**config.mk**
```make
export PLATFORM = sky130hd
export DESIGN_NAME = wb_writeback_unit
export DESIGN_NICKNAME = d
export VERILOG_FILES = /design/src/rtl/wb_writeback_unit.sv
export SDC_FILE = /design/constraint.sdc
export NUM_CORES = 2
export LEC_CHECK = 0
export CORE_ASPECT_RATIO = 1.25
export CORE_MARGIN = 2
export CORE_UTILIZATION = 30
export DETAILED_ROUTE_END_ITERATION = 10
export MAX_ROUTING_LAYER = met4
export PLACE_DENSITY_LB_ADDON = 0.2
export SLEW_MARGIN = 20
export SYNTH_ARGS = -nofsm -noshare
export SYNTH_HDL_FRONTEND = slang
export SYNTH_SLANG_ARGS = --single-unit
```
**constraint.sdc**
```tcl
create_clock -name clk -period 57.4 [get_ports clk]
set_clock_uncertainty 0.1 [all_clocks]
set_input_delay 8.61 -clock clk [delete_from_list [all_inputs] [get_ports clk]]
set_output_delay 8.61 -clock clk [all_outputs]
set_load 0.03 [all_outputs]
```
**src/rtl/wb_writeback_unit.sv**
```systemverilog
// Write-back stage: selects the GPR/HI/LO write-back values, commits them, and
// serves bypassed combinational read ports to ID plus a retire counter.
module wb_writeback_unit (
  input  logic        clk,
  input  logic        rst,
  input  logic        wena,
  input  logic [31:0] wb_mul_hi,
  input  logic [31:0] wb_mul_lo,
  input  logic [31:0] wb_div_r,
  input  logic [31:0] wb_div_q,
  input  logic [31:0] wb_clz_out,
  input  logic [31:0] wb_alu_out,
  input  logic [31:0] wb_dmem_out,
  input  logic [31:0] wb_pc4,
  input  logic [31:0] wb_rs_data_out,
  input  logic [31:0] wb_cp0_out,
  input  logic [31:0] wb_hi_out,
  input  logic [31:0] wb_lo_out,
  input  logic [4:0]  wb_rf_waddr,
  input  logic        wb_rf_wena,
  input  logic        wb_hi_wena,
  input  logic        wb_lo_wena,
  input  logic [2:0]  wb_rf_mux_sel,
  input  logic [1:0]  wb_hi_mux_sel,
  input  logic [1:0]  wb_lo_mux_sel,
  input  logic [4:0]  rs_raddr,
  input  logic [4:0]  rt_raddr,
  output logic [31:0] rs_rdata,
  output logic [31:0] rt_rdata,
  output logic [31:0] hi_rdata,
  output logic [31:0] lo_rdata,
  output logic [31:0] wb_rf_wdata,
  output logic [31:0] retire_cnt
);

  logic [31:0] r_regs [32];
  logic [31:0] r_hi;
  logic [31:0] r_lo;
  logic [31:0] r_retire_cnt;

  logic [31:0] w_hi_wdata;
  logic [31:0] w_lo_wdata;
  logic        w_rf_we;
  logic        w_hi_we;
  logic        w_lo_we;

  always_comb begin
    unique case (wb_rf_mux_sel)
      3'd0:    wb_rf_wdata = wb_alu_out;
      3'd1:    wb_rf_wdata = wb_dmem_out;
      3'd2:    wb_rf_wdata = wb_pc4;
      3'd3:    wb_rf_wdata = wb_clz_out;
      3'd4:    wb_rf_wdata = wb_cp0_out;
      3'd5:    wb_rf_wdata = wb_hi_out;
      3'd6:    wb_rf_wdata = wb_lo_out;
      default: wb_rf_wdata = wb_mul_lo;
    endcase
  end

  always_comb begin
    w_hi_wdata = '0;
    w_lo_wdata = '0;
    unique case (wb_hi_mux_sel)
      2'd0:    w_hi_wdata = wb_rs_data_out;
      2'd1:    w_hi_wdata = wb_mul_hi;
      2'd2:    w_hi_wdata = wb_div_r;
      default: w_hi_wdata = '0;
    endcase
    unique case (wb_lo_mux_sel)
      2'd0:    w_lo_wdata = wb_rs_data_out;
      2'd1:    w_lo_wdata = wb_mul_lo;
      2'd2:    w_lo_wdata = wb_div_q;
      default: w_lo_wdata = '0;
    endcase
  end

  // Effective writes; reset suppresses them so bypass never leaks a lost write.
  assign w_rf_we = ~rst & wena & wb_rf_wena & (wb_rf_waddr != 5'd0);
  assign w_hi_we = ~rst & wena & wb_hi_wena & (wb_hi_mux_sel != 2'd3);
  assign w_lo_we = ~rst & wena & wb_lo_wena & (wb_lo_mux_sel != 2'd3);

  always_ff @(posedge clk or posedge rst) begin
    if (rst) begin
      for (int unsigned i = 0; i < 32; i++) r_regs[i] <= '0;
      r_hi         <= '0;
      r_lo         <= '0;
      r_retire_cnt <= '0;
    end else begin
      if (w_rf_we) r_regs[wb_rf_waddr] <= wb_rf_wdata;
      if (w_hi_we) r_hi <= w_hi_wdata;
      if (w_lo_we) r_lo <= w_lo_wdata;
      if (w_rf_we | w_hi_we | w_lo_we) r_retire_cnt <= r_retire_cnt + 32'd1;
    end
  end

  assign rs_rdata   = (w_rf_we && rs_raddr == wb_rf_waddr) ? wb_rf_wdata : r_regs[rs_raddr];
  assign rt_rdata   = (w_rf_we && rt_raddr == wb_rf_waddr) ? wb_rf_wdata : r_regs[rt_raddr];
  assign hi_rdata   = w_hi_we ? w_hi_wdata : r_hi;
  assign lo_rdata   = w_lo_we ? w_lo_wdata : r_lo;
  assign retire_cnt = r_retire_cnt;

endmodule
```
# After elaboration in Yosys (flattened, before gate mapping)

Cells that the tools add are included.

Multiplexer cells: 16
Reductions and logical operators: 7
Magnitude comparators: 4
Add/sub/neg operators: 1
Bitwise logic cells: 13
Equality and inequality tests: 14

Operators by type and width:

| operator                                                                     | count |
|---|---|
| 1024-bit bitwise mux                                                         | 1 |
| 32-bit binary-select mux with 5-bit select                                   | 2 |
| 32-bit 2-to-1 mux                                                            | 9 |
| 32-bit case mux with 7 select lines                                          | 1 |
| 32-bit case mux with 3 select lines                                          | 2 |
| 32-bit demux with 5-bit select                                               | 1 |
| 32-bit by 1-bit adder with 32-bit output, second input constant              | 1 |
| 6-bit >= comparator, second input constant                                   | 3 |
| 5-bit NOT with 6-bit output                                                  | 3 |
| 5-bit equality test                                                          | 2 |
| 3-bit equality test, second input constant                                   | 3 |
| 1-bit bitwise AND                                                            | 7 |
| 3-bit by 2-bit equality test with 1-bit output, second input constant        | 2 |
| 6-bit by 1-bit less-than comparator with 1-bit output, second input constant | 1 |
| 5-bit nonzero test                                                           | 1 |
| 2-bit by 1-bit equality test with 1-bit output, second input constant        | 2 |
| 2-bit equality test, second input constant                                   | 2 |
| 2-bit zero test                                                              | 2 |
| 2-bit inequality test, second input constant                                 | 2 |
| 3-bit by 1-bit equality test with 1-bit output, second input constant        | 1 |
| 1-bit logical AND                                                            | 3 |
| 3-bit zero test                                                              | 1 |
| 1-bit bitwise OR                                                             | 2 |
| 1-bit NOT                                                                    | 1 |

Bits in registers: 1120
Input bits: 412
Output and inout port bits: 192

# Longest topological paths before layout

Depth after elaboration: 6
Depth in mapped cells: 10

# Worst setup path before layout

No wires, ideal clock.

Path kind: input to output
Start: input rt_raddr[4]
End: output rt_rdata[23]
Path slack: 38.053 ns
Data required time: 48.690 ns
Cell stages on the path: 7
Data arrival time: 10.637 ns
Cells stage by stage: buf_2 -> clkbuf_1 -> nand3b_1 -> buf_2 -> buf_1 -> o22ai_1 -> o32ai_1

Word-level cells in the longest chain between the ends: 5
Elaborated cells between the ends (all ways): 7
Classes of those cells: 1 x eq/ne; 4 x mux; 1 x bitwise; 1 x reduce/logical

Ends and longest elaborated chain:

| what                                                 | RTL line | source |
|---|---|---|
| start: declaration                                   | 27       | `input logic [4:0] rt_raddr,` |
| 5-bit NOT with 6-bit output (not written as such)    | 97       | `assign rt_rdata = (w_rf_we && rt_raddr == wb_rf_waddr) ? wb_rf_wdata : r_regs[rt_raddr];` |
| 32-bit binary-select mux with 5-bit select           | 97       |  |
| 32-bit 2-to-1 mux (not written as such) (2 in a row) | 97       |  |
| 32-bit 2-to-1 mux *                                  | 97       |  |
| end: declaration                                     | 29       | `output logic [31:0] rt_rdata,` |

Mark *: on every way between the ends. The rest lies on a longest branch, timed or not. The select of a mux whose other input is x is not followed.

# Worst setup path after layout

Start: input rs_raddr[1]
End: output rs_rdata[13]

Word-level cells in the longest chain between the ends: 5
Elaborated cells between the ends (all ways): 7
Classes of those cells: 1 x eq/ne; 4 x mux; 1 x bitwise; 1 x reduce/logical

Ends and longest elaborated chain:

| what                                                 | RTL line | source |
|---|---|---|
| start: declaration                                   | 26       | `input logic [4:0] rs_raddr,` |
| 5-bit NOT with 6-bit output (not written as such)    | 96       | `assign rs_rdata = (w_rf_we && rs_raddr == wb_rf_waddr) ? wb_rf_wdata : r_regs[rs_raddr];` |
| 32-bit binary-select mux with 5-bit select           | 96       |  |
| 32-bit 2-to-1 mux (not written as such) (2 in a row) | 96       |  |
| 32-bit 2-to-1 mux *                                  | 96       |  |
| end: declaration                                     | 28       | `output logic [31:0] rs_rdata,` |

Marked as above.

==> results.md <==
Synthesis
* 1120 — synthesized flop and latch total
* dfrtp_1, mux4_2, o21ai_0, mux2i_1, nand2_1 — top cells by area, synth
* dfrtp_1 — commonest register cell after synthesis
* 1.00 — async set-or-reset flop fraction in the synthesized netlist
* 10.3 µm² — mean instance size in the synthesized netlist
* 0 — yosys warns
* 0.469 — share of the synthesized area in the top cell type
* 0.469 — post-synthesis sequential area ratio
* 0 — number of enable flip-flop cells after synthesis
* dfrtp_1 — Synth area leader
* 5785 — cells after synthesis
* 73 — Synth cell types
* 6198 — Synth Net Count
* 0.0597 mm² — cell area after technology mapping

Clocking
* 0 — post-CTS resize count
* clkbuf_16 — Root Buffer Master
* 0 — number of buffers added for setup after CTS
* 0.06 ns — clock slew at reported path FFs
* 0 — hold-fix buffers at CTS
* 0.80 ns — clock latency at the later pin of the worst-skew pair
* 4 — H-Tree Level Count
* 1120 — total number of clock tree sinks
* built — TritonCTS clock tree
* 3 — deepest clock path buffer count
* 134 — TritonCTS buffer count

Cells and area
* 20010 — Fill cells
* 0.0295 mm² — area used by multi-input combinational logic
* dfrtp_1, o21ai_0, nand2_1 — most used cells in the layout excluding fill and tap cells
* 6497 — final net count
* 21.7% — signed area change from the synthesized netlist to the final layout
* dfrtp_1 — most common cell after layout, fill and taps aside
* 0.0280 mm² — sequential cell area
* 0.135 — fraction of layout instances using a drive strength above 1

Floorplan
* 503 µm — Chip Height
* 183 — standard-cell row count
* 0.301 — Initial Util
* 0.203 mm² — total die area
* 604 — number of placed I/O pins
* 403 µm — overall die width
* 0.198 mm² — placeable core region

Placed design
* 603 — number of buffer cells added on primary ports
* 191000 µm — HPWL after detailed placement
* 34.84 ns — worst setup slack after placement
* 0.957 — final weighted congestion in routability-driven placement

Setup path
* buf_4 — slowest CP cell
* 0.85 ns — Max stage delay on crit path
* input pin — type of element launching the critical path
* buf_4 — cell occurring most often along the worst timing path
* buf_8, buf_4, buf_4, buf_4, mux2i_1, a22oi_1, and4_1, o221ai_1, o22ai_1, clkdlybuf4s50_1 — sequence of cells on the critical path
* 82 — critical path peak fanout
* 5 — FF-to-FF path depth
* output pin — Setup crit end kind
* 13.84 ns — endpoint arrival time on the critical path
* 48.69 ns — CP required
* in -> out — Worst Path Class, Setup

Global route
* 0 — grt total ovfl
* 37 — antenna violations before repair
* 172 — pin count of the biggest net entering global routing
* 50567 — via count of the first global-routing pass
* 0.294 — overall global routing resource usage
* 406000 µm — global-route wire length before repair

Worst hold path
* reg -> reg — hold crit path type
* 0 — Worst Hold Depth

Timing
* 0 — number of setup violations in the final report
* 1.24 ns — Worst Tran Pin Value
* 0.393 — post-route clock period utilization
* 0.171 — worst slew margin relative to its limit
* 0 — max-slew violations
* 34.85 ns — post-route setup slack
* no — RSZ-0062 raised after global routing
* 22.55 ns — post-layout minimum cycle time
* 0 ns — sum of negative setup slack
* 44.3 MHz — Fmax achieved
* 0 — hold violation total from the final report

Power
* 0.0319 mV — largest voltage drop on the vdd net
* 1.55 mW — internal cell power
* 30.9 nW — cell leakage power
* 0.687 mW — switching pwr
* 0.197 — Combinational Power Share
* 0.307 — switching part of the total power
* 0.391 — relative contribution of the clock network to total power
* 30.8 mW/mm² — pwr dens
* 0.412 — fraction of power consumed by sequential logic

Routing
* 5 — Pre-antenna DRT Iters
* 5106 — DRT iter0 DRCs
* 33.2 µm — Wirelength per Cell
* 293000 µm — total wire length
* 0 — # DRC
* 0 — number of routed nets with antenna violations
* 5.72 — Vias/cell
* 50350 — overall via count from detail_route

Run
* 0 — max-cap violation count

Run status
* complete, no violations — status

## worst max-delay path, delay by kind of cell
family          cells  cell delay (ns)
buf+inv             5             3.69
compound gates      3             0.86
simple gates        1             0.22
mux                 1             0.19
## layout make-up
type	count	area share
diodes	28	0.000964
clock buffers	201	0.0547
clock inverters	38	0.00628
inverters	42	0.00227
multi-input cells	4021	0.406
flip-flops and latches	1120	0.386
well taps	2590	0.0446
repair buffers	765	0.100
## cell families (layout without fill, tap and decap cells)
family | Yosys count | count (layout) | synth area share
xor gates and xnor gates | 41 | 41 | 0.00601
AOI/OAI and AO/OA | 1670 | 1670 | 0.160
DFF | 1120 | 1120 | 0.469
and+or+nand+nor | 1484 | 1484 | 0.106
muxes | 825 | 825 | 0.209
adders and majority gates | 1 | 1 | 0.000209
buffers and inverters | 644 | 1046 | 0.0495
other | 0 | 28 | 0
## synthesized netlist by cell type, types with 30 or more instances
library cell and count:
dfrtp_1 1120, nand2_1 1116, o21ai_0 1116, mux2i_1 475, clkbuf_1 375, mux4_2 334
a22oi_1 186, o22ai_1 122, nor2_1 117, buf_2 116, a21oi_1 85, buf_4 77
nand3_1 53, inv_1 41, nand4_1 39, o22a_1 36, or4_1 30
## sequential cells by signal (all words and copies together) (netlist names)
| name | count |
|---|---|
| r_regs | 1024 |
| r_hi | 32 |
| r_lo | 32 |
| retire_cnt | 32 |
## per-stage QoR
stage	total power [mW]	std cells	util	hold slack [ns]	area, µm²
3_5_place_dp	1.37	8538	0.344	0.284	68200
3_3_place_gp	1.37	8538	0.344	0.276	68200
6_report	2.24	8805	0.367	0.292	72700
4_1_cts	2.25	8777	0.366	0.297	72600
5_1_grt	2.32	8803	0.367	0.309	72700
2_1_floorplan	1.18	5785	-	0.341	59700
## path summary, 6_finish.rpt
path / start / endpoint / slack, ns
worst min-delay path: r_regs[1008] / r_regs[1008] / 0.29
max in group asynchronous: rst / r_regs[182] / 44.56
worst max register to register: retire_cnt[3] / retire_cnt[26] / 55.05
min in group asynchronous: rst / r_regs[5] / 8.45
worst max-delay path: rs_raddr[1] / rs_rdata[13] / 34.85
worst min register to register: r_regs[1008] / r_regs[1008] / 0.29
## per-layer routing
layer | wire, µm | GRT usage
met1 | 111000 | 0.338
met2 | 140000 | 0.471
met3 | 20800 | 0.0588
met4 | 21300 | 0.186
met5 | 0 | -
## power groups by stage
| stage | combinational (mW) | sequential, mW | clock [mW] |
|---|---|---|---|
| after floorplan | 0.253 | 0.923 | 0 |
| after global placement | 0.435 | 0.930 | 0 |
| after detailed placement | 0.439 | 0.933 | 0 |
| after CTS | 0.440 | 0.920 | 0.890 |
| after global routing | 0.471 | 0.930 | 0.923 |
| final | 0.441 | 0.922 | 0.876 |
Power figures use the tool's default switching activity.
